--- config.mk ---
export PLATFORM = sky130hd
export DESIGN_NAME = serial_loader
export DESIGN_NICKNAME = d
export VERILOG_FILES = /design/src/rtl/serial_loader.sv
export SDC_FILE = /design/constraint.sdc
export NUM_CORES = 1
export LEC_CHECK = 0
export ABC_CLOCK_PERIOD_IN_PS = 3100
export CAP_MARGIN = 20
export CORE_UTILIZATION = 55
export DETAILED_ROUTE_END_ITERATION = 6
export GPL_TIMING_DRIVEN = 0
export HOLD_SLACK_MARGIN = 0.12
export PLACE_DENSITY = 0.79
export SLEW_MARGIN = 20
export SYNTH_ARGS = -nofsm -noshare
export SYNTH_HDL_FRONTEND = slang
export SYNTH_SLANG_ARGS = --single-unit
--- constraint.sdc ---
create_clock -name clk -period 3.1 [get_ports clk]
set_clock_uncertainty 0.2 [all_clocks]
set_input_delay 0.93 -clock clk [delete_from_list [all_inputs] [get_ports clk]]
set_output_delay 0.93 -clock clk [all_outputs]
set_load 0.05 [all_outputs]
--- src/rtl/serial_loader.sv ---
// Framed serial-to-parallel loader feeding an 8-bit register: start bit, LSB-first data, stop bit.
// Optional even-parity bit between data and stop when SERIAL_LOADER_PARITY_EN is defined.
//
// state  | meaning
// IDLE   | waiting for a start bit (sin=0) on a bit_en sample
// DATA   | shifting in width data bits, LSB first
// PARITY | checking the even-parity bit (SERIAL_LOADER_PARITY_EN only)
// STOP   | stop bit: 1 loads D and pulses we, 0 pulses ferr
module serial_loader #(
   parameter int width = 8
) (
   input  logic             clk,
   input  logic             rst,
   input  logic             sin,
   input  logic             bit_en,
   output logic [width-1:0] D,
   output logic             we,
   output logic             busy,
   output logic             ferr
);

   localparam int cnt_w = $clog2(width + 1);
   localparam logic [cnt_w-1:0] last_idx = cnt_w'(width - 1);

   typedef enum logic [1:0] {
      IDLE   = 2'd0,
      DATA   = 2'd1,
      STOP   = 2'd2,
      PARITY = 2'd3
   } state_t;

   state_t           state, state_nxt;
   logic [cnt_w-1:0] cnt, cnt_nxt;
   logic [width-1:0] sreg, sreg_nxt;
   logic [width-1:0] d_nxt;
   logic             we_nxt, ferr_nxt;
   logic             par_err, par_err_nxt;

   always_ff @(posedge clk or negedge rst) begin
      if (!rst) begin
         state   <= IDLE;
         cnt     <= '0;
         sreg    <= '0;
         par_err <= 1'b0;
         D       <= '0;
         we      <= 1'b0;
         ferr    <= 1'b0;
      end else begin
         state   <= state_nxt;
         cnt     <= cnt_nxt;
         sreg    <= sreg_nxt;
         par_err <= par_err_nxt;
         D       <= d_nxt;
         we      <= we_nxt;
         ferr    <= ferr_nxt;
      end
   end

   always_comb begin
      state_nxt = state;
      if (bit_en) begin
         case (state)
            IDLE:    if (!sin) state_nxt = DATA;
            DATA: begin
               if (cnt == last_idx) begin
`ifdef SERIAL_LOADER_PARITY_EN
                  state_nxt = PARITY;
`else
                  state_nxt = STOP;
`endif
               end
            end
            PARITY:  state_nxt = STOP;
            STOP:    state_nxt = IDLE;
            default: state_nxt = IDLE;
         endcase
      end
   end

   // D only moves on a clean stop bit, so it never shows a partial word.
   always_comb begin
      cnt_nxt     = cnt;
      sreg_nxt    = sreg;
      par_err_nxt = par_err;
      d_nxt       = D;
      we_nxt      = 1'b0;
      ferr_nxt    = 1'b0;
      if (bit_en) begin
         case (state)
            IDLE: begin
               if (!sin) begin
                  cnt_nxt     = '0;
                  par_err_nxt = 1'b0;
               end
            end
            DATA: begin
               sreg_nxt = {sin, sreg[width-1:1]};
               cnt_nxt  = cnt + cnt_w'(1);
            end
`ifdef SERIAL_LOADER_PARITY_EN
            PARITY: par_err_nxt = (^sreg) ^ sin;
`endif
            STOP: begin
               if (sin && !par_err) begin
                  d_nxt  = sreg;
                  we_nxt = 1'b1;
               end else begin
                  ferr_nxt = 1'b1;
               end
            end
            default: ;
         endcase
      end
   end

   assign busy = (state != IDLE);

endmodule

==> out/qor.csv, run 1 <==
stage,metric,value,unit
status,status,"finished, final reports clean",
global_routing,overflow,0,
drt,drt_iter0_markers,4,
timing,max_freq,0.342,GHz
power_and_ir_drop,comb_power_share,47.0,%
cts,cts_made_buffers,3,
floorplanning,core_area,1730,µm²
power_and_ir_drop,swShare,38.2,%
worst_setup_path,path_class,reg2out,
cts,post_cts_buffers,0,
power_and_ir_drop,p_sw,509,µW
synth,yosys-top-cells-area,"dfrtp_1 59%, mux2_4 12%, mux2_2 10%",
synth,ys_top_cells_by_count,"24 x dfrtp_1, 9 x mux2_2, 8 x mux2_4",
worst_setup_path,required,1.97,ns
drt,dr.pass1.iters,3,
synth,ys_warn_count,0,
synth,ys.flop_type,dfrtp_1,
placed_design,gp_congestion,0.780,
synth,synth_top_area_share,59.1,%
synth,syn_nets,74,
power_and_ir_drop,clock_power_share,11.6,%
drt,drt-total-wl,1450,µm
global_routing,antenna_found_initial,0,
timing,period_share,94.3,%
timing,hold_viol,0,
cts,cts-hold-fix-buffers,0,
cts,htree_levels,1,
timing,rsz0062_at_grt,false,
layout,area_growth_syn_to_layout,20.0,%
drt,drc,0,
timing,final.setup.tns,0,ns
floorplanning,io-pin-count,15,
power_and_ir_drop,ir_drop,0.000527,V
floorplanning,die_y,45.0,µm
timing,worst_pin_slew,0.513,ns
placed_design,io_buffers,14,
synth,yosysMostFrequentCell,dfrtp_1,
power_and_ir_drop,seqPwrFrac,41.4,%
layout,diodes,0,
cts,clk_latency,0.30,ns
layout,final_nets,93,
worst_setup_path,cp_max_fo,7,
placed_design,place_inst,108,
placed_design,dp_hpwl,1040,µm
cts,cts_resized,0,
layout,instances_no_fill,112,
cts,cts_sinks,24,
min_path,hold_path_class,reg2reg,
power_and_ir_drop,p_per_area,1090,nW/µm²
cts,path_clk_slew,0.12,ns
synth,synth.cell_area,1020,µm²
drt,wl_per_cell,13.0,µm
synth,netlist_instances,69,
timing,finalSetupViolCount,0,
synth,synth.ff_latch_count,24,
layout,final_layout_size_suffix_gt1_share,32.2,%
timing,finalCriticalPeriod,2.92,ns
synth,ys_types,25,
flow_run,drv_cap,0,
synth,avgSynthCellArea,14.7,µm²
timing,slew_headroom,65.8,%
floorplanning,die-area,2020,µm²
synth,synth_edf_count,0,
synth,ys_seq_area_share,59.1,%
power_and_ir_drop,p_leak,0.589,nW
cts,ctsRootBufferMaster,clkbuf_4,
cts,cts_buffer_depth,2,
worst_setup_path,endpoint_kind,output port,
global_routing,track_usage,18.0,%
worst_setup_path,cp.arrival,1.79,ns
power_and_ir_drop,p_int,825,µW
drt,vias,582,
global_routing,grt_pass1_wl,2480,µm
timing,slew_viol_final,0,
drt,antenna_left,0,
floorplanning,start_util,58.8,%
floorplanning,rows,15,
global_routing,grt_pass1_vias,546,
floorplanning,die_w,45.0,µm
drt,viasPerCell,5.20,
synth,synth_top_area_cell,dfrtp_1,
global_routing,grt_max_degree,25,
cts,cts_tree,yes,
worst_setup_path,start_kind,flip-flop,
synth,async_reset_ff_share,100,%
final cells by class:
type | instances | area (µm²)
buffer | 1 | 11.3
clock buffer | 4 | 36.3
fill | 138 | 508
inverter | 4 | 15.0
multi-input combinational | 40 | 389
sequential | 24 | 601
tap | 25 | 31.3
timing repair buffer | 14 | 135
per-stage QoR:
step / util [%] / hold slack, ns / worst slack, ns / power (mW) / instance area, µm²
after floorplan: - / 0.278 / 1.12 / 1.02 / 1020
after global placement: 68.8 / 0.287 / 0.477 / 1.17 / 1190
after detailed placement: 68.8 / 0.296 / 0.452 / 1.19 / 1190
after CTS: 70.9 / 0.323 / 0.163 / 1.35 / 1220
after global routing: 70.6 / 0.337 / 0.130 / 1.41 / 1220
final: 70.6 / 0.317 / 0.178 / 1.33 / 1220
power groups by stage:
stage          registers (mW)  clock network (mW)  logic, mW
2_1_floorplan           0.708                   0      0.308
3_3_place_gp            0.554                   0      0.619
3_5_place_dp            0.559                   0      0.634
4_1_cts                 0.553               0.163      0.635
5_1_grt                 0.572               0.172      0.670
6_report                0.552               0.155      0.627
per-layer routing:
layer  GRT usage [%]  wire [µm]  up-vias
met5               0          0        -
met4            10.9         22        0
met3            3.60         36        2
met2            28.7        675        8
met1            22.7        717      292
li1                -          -      280
final timing paths:
kind	cells after the start	slack, ns	from	to
worst min register to register	1	0.32	D[3]	D[3]
min in group asynchronous	1	0.37	rst	D[0]
worst min-delay path	1	0.32	D[3]	D[3]
worst max register to register	4	1.50	state[1]	sreg[5]
worst max-delay path	2	0.18	state[1]	busy
max in group asynchronous	1	1.97	rst	sreg[4]
cells by family (layout without fill, tap and decap cells):
logic type,count (synthesis),count (layout),share of synthesized area (%)
flops,24,24,59.1
fa+ha+maj,1,1,1.23
mux,18,18,22.8
buf+inv,5,23,2.59
simple gates,13,13,8.50
compound gates,8,8,5.79
critical path, cell delays in order (launching register included):
cell	delay [ns]
dfrtp_1	0.48
or2_2	0.32
clkdlybuf4s50_1	0.70
state kept, by name, summed over array words and instances (netlist names):
signal  flops
state       2
sreg        8
cnt         4
ferr        1
we          1
D           8
layout by cell type (no fill, tap or decap):
cell / count
nor3_1: 1
nand3_2: 1
clkbuf_8: 1
mux2_2: 9
buf_6: 1
nor2_1: 1
o2bb2ai_1: 2
clkbuf_4: 3
dfrtp_1: 24
nor3b_1: 1
clkdlybuf4s50_1: 13
buf_2: 1
mux2_4: 8
and2b_2: 1
ha_1: 1
and2_4: 1
nand3_1: 1
o21ai_0: 1
inv_1: 4
nor2b_2: 1
and3_1: 1
a22o_1: 1
mux2i_1: 1
or2_2: 1
o32ai_1: 1
a21oi_1: 2
nor2b_1: 2
a41oi_1: 1
nand2_1: 1
No activity file was read; power rests on OpenSTA's default activity.
==> inputs of run 2 (changes only) <==
Settings changed: CTS_CLUSTER_DIAMETER set to 80.
==> results of run 2 <==
Same layout as run 1: the final DEF is identical, and so are final timing and power.
==> inputs of run 3 (changes only) <==
Settings changed: CORE_MARGIN set to 1.5, CORE_UTILIZATION 55 to 45, PLACE_DENSITY 0.79 to 0.66.
==> run 3 against run 2 <==
Net effect: design area rose by 0.31%; sequential share of layout area fell by 0.15 points; non-clock buffer count did not move; clock power rose by 4%; global-route usage fell by 4.1 points; sequential power barely moved; critical path depth did not move; register-to-register slack improved by 0.04 ns; routed wire length rose by 2.1%; via count fell by 2.6%; hold slack improved by 0.00057 ns; critical path type unchanged; largest power group unchanged.
==> out/qor.csv, run 3 (synthesis results as in run 1) <==
stage,metric,value,unit,change
placed_design,gp_congestion,0.745,,-4.5%
power_and_ir_drop,swShare,38.3,%,+0.13 points
floorplanning,die_w,50.5,µm,+12%
min_path,holdCritStartpoint,D[2],,
layout,final_cell_mix,"24 x dfrtp_1, 13 x clkdlybuf4s50_1, 9 x mux2_2",,
timing,final.setup.tns,0,ns,unchanged
cts,ctsRootBufferMaster,clkbuf_4,,
timing,finalCriticalPeriod,2.93,ns,+0.00394 ns
layout,fin_area,1220,µm²,+0.31%
placed_design,io_buffers,14,,unchanged
layout,largestRegisters,"D (8), sreg (8), cnt (4)",,
layout,post-route-util,56.3,%,-14 points
floorplanning,die-area,2550,µm²,+26%
worst_setup_path,rrSetupSlack,1.54,ns,+0.04 ns
timing,slew_viol_final,0,,unchanged
timing,max_freq,0.342,GHz,-0.13%
timing,rsz0062_at_grt,false,,
layout,diodes,0,,unchanged
worst_setup_path,cp.arrival,1.80,ns,about the same
drt,wl_per_cell,12.9,µm,-0.60%
timing,period_share,94.4,%,+0.13 points
floorplanning,die_y,50.5,µm,+12%
global_routing,grt_max_degree,25,,unchanged
worst_setup_path,required,1.97,ns,about the same
power_and_ir_drop,p_per_area,1090,nW/µm²,about the same
floorplanning,io-pin-count,15,,unchanged
power_and_ir_drop,power.total,1.34,mW,+0.23%
drt,dr.pass1.iters,3,,unchanged
drt,antenna_left,0,,unchanged
cts,cts_made_buffers,3,,unchanged
layout,fill_cells,198,,+43%
drt,vias,567,,-2.6%
cts,htree_levels,1,,unchanged
cts,path_clk_slew,0.13,ns,about the same
timing,slew_headroom,64.8,%,-0.99 points
timing,finalSetupViolCount,0,,unchanged
flow_run,drv_cap,0,,unchanged
global_routing,grt_pass1_wl,2520,µm,+1.7%
cts,cts_buffer_depth,2,,unchanged
min_path,hold_path_class,reg2reg,,
power_and_ir_drop,p_leak,0.589,nW,unchanged
placed_design,dp_hpwl,1020,µm,-2.7%
worst_setup_path,cp-startpoint,state[1],,
timing,worst_pin_slew,0.527,ns,+0.0148 ns
drt,viasPerCell,4.93,,-5.1%
layout,final_nets,93,,unchanged
worst_setup_path,path_class,reg2out,,
worst_setup_path,endpoint_kind,output port,,
layout,area_growth_syn_to_layout,20.3,%,
placed_design,place_inst,111,,+2.8%
drt,drt-total-wl,1480,µm,+2.1%
global_routing,grt_pass1_vias,530,,-2.9%
power_and_ir_drop,seqPwrFrac,41.2,%,-0.2 points
timing,fin_ws,0.174,ns,-0.00394 ns
cts,post_cts_buffers,0,,unchanged
drt,drc,0,,unchanged
power_and_ir_drop,p_int,825,µW,about the same
power_and_ir_drop,comb_power_share,46.7,%,-0.3 points
cts,cts_tree,yes,,
layout,layout_commonest_cell,dfrtp_1,,
layout,instances_no_fill,115,,+2.7%
timing,whs,0.318,ns,+0.000573 ns
worst_setup_path,start_kind,flip-flop,,
layout,final_layout_size_suffix_gt1_share,32.2,%,unchanged
floorplanning,start_util,46.8,%,-12 points
worst_setup_path,cp_max_fo,7,,unchanged
placed_design,dpl_cell_area,1190,µm²,+0.32%
power_and_ir_drop,clock_power_share,12.0,%,+0.4 points
cts,cts_resized,0,,unchanged
drt,drt_iter0_markers,2,,-2
power_and_ir_drop,ir_drop,0.000545,V,+3.4%
power_and_ir_drop,p_sw,512,µW,+0.58%
global_routing,antenna_found_initial,0,,unchanged
cts,cts-hold-fix-buffers,0,,unchanged
status,status,"finished, final reports clean",,
cts,cts_sinks,24,,unchanged
worst_setup_path,rr_startpoint,state[1],,
cts,clk_latency,0.30,ns,about the same
placed_design,dpl_worst_slack,0.477,ns,+0.0249 ns
global_routing,overflow,0,,unchanged
timing,hold_viol,0,,unchanged
floorplanning,core_area,2170,µm²,+26%
global_routing,track_usage,13.9,%,-4.1 points
floorplanning,rows,17,,+2
run 3: layout make-up:
type | count | area (µm²) | share of cell area, %
buffer | 1 | 11.3 | 0.921
tap | 28 | 35.0 | 2.87
timing repair buffer | 14 | 135 | 11.1
multi-input combinational | 40 | 389 | 31.8
inverter | 4 | 15.0 | 1.23
clock buffer | 4 | 36.3 | 2.97
sequential | 24 | 601 | 49.1
run 3: critical path, stage by stage (launching register included):
cell and delay (ns):
dfrtp_1 0.48, or2_2 0.32, clkdlybuf4s50_1 0.70
run 3: metal layers:
metal  vias up  share of wire [%]  global-route usage [%]
met2         8                 43                    20.4
li1        280                  -                       -
met4         0                1.1                    8.11
met1       277                 52                    19.3
met5         -                  0                       0
met3         2                3.3                    2.68
run 3: power by group through the flow:
stage / clock network (mW) / logic [mW] / registers (mW)
after floorplan: 0 / 0.308 / 0.708
after global placement: 0 / 0.622 / 0.555
after detailed placement: 0 / 0.631 / 0.559
after CTS: 0.170 / 0.631 / 0.552
after global routing: 0.177 / 0.666 / 0.574
final: 0.161 / 0.625 / 0.552
run 3: worst paths after layout:
kind / depth (start not counted) / end
worst max-delay path: 2 / busy
worst max register to register: 4 / sreg[6]
max in group asynchronous: 1 / D[4]
min in group asynchronous: 1 / D[0]
worst min-delay path: 1 / D[2]
worst min register to register: 1 / D[2]
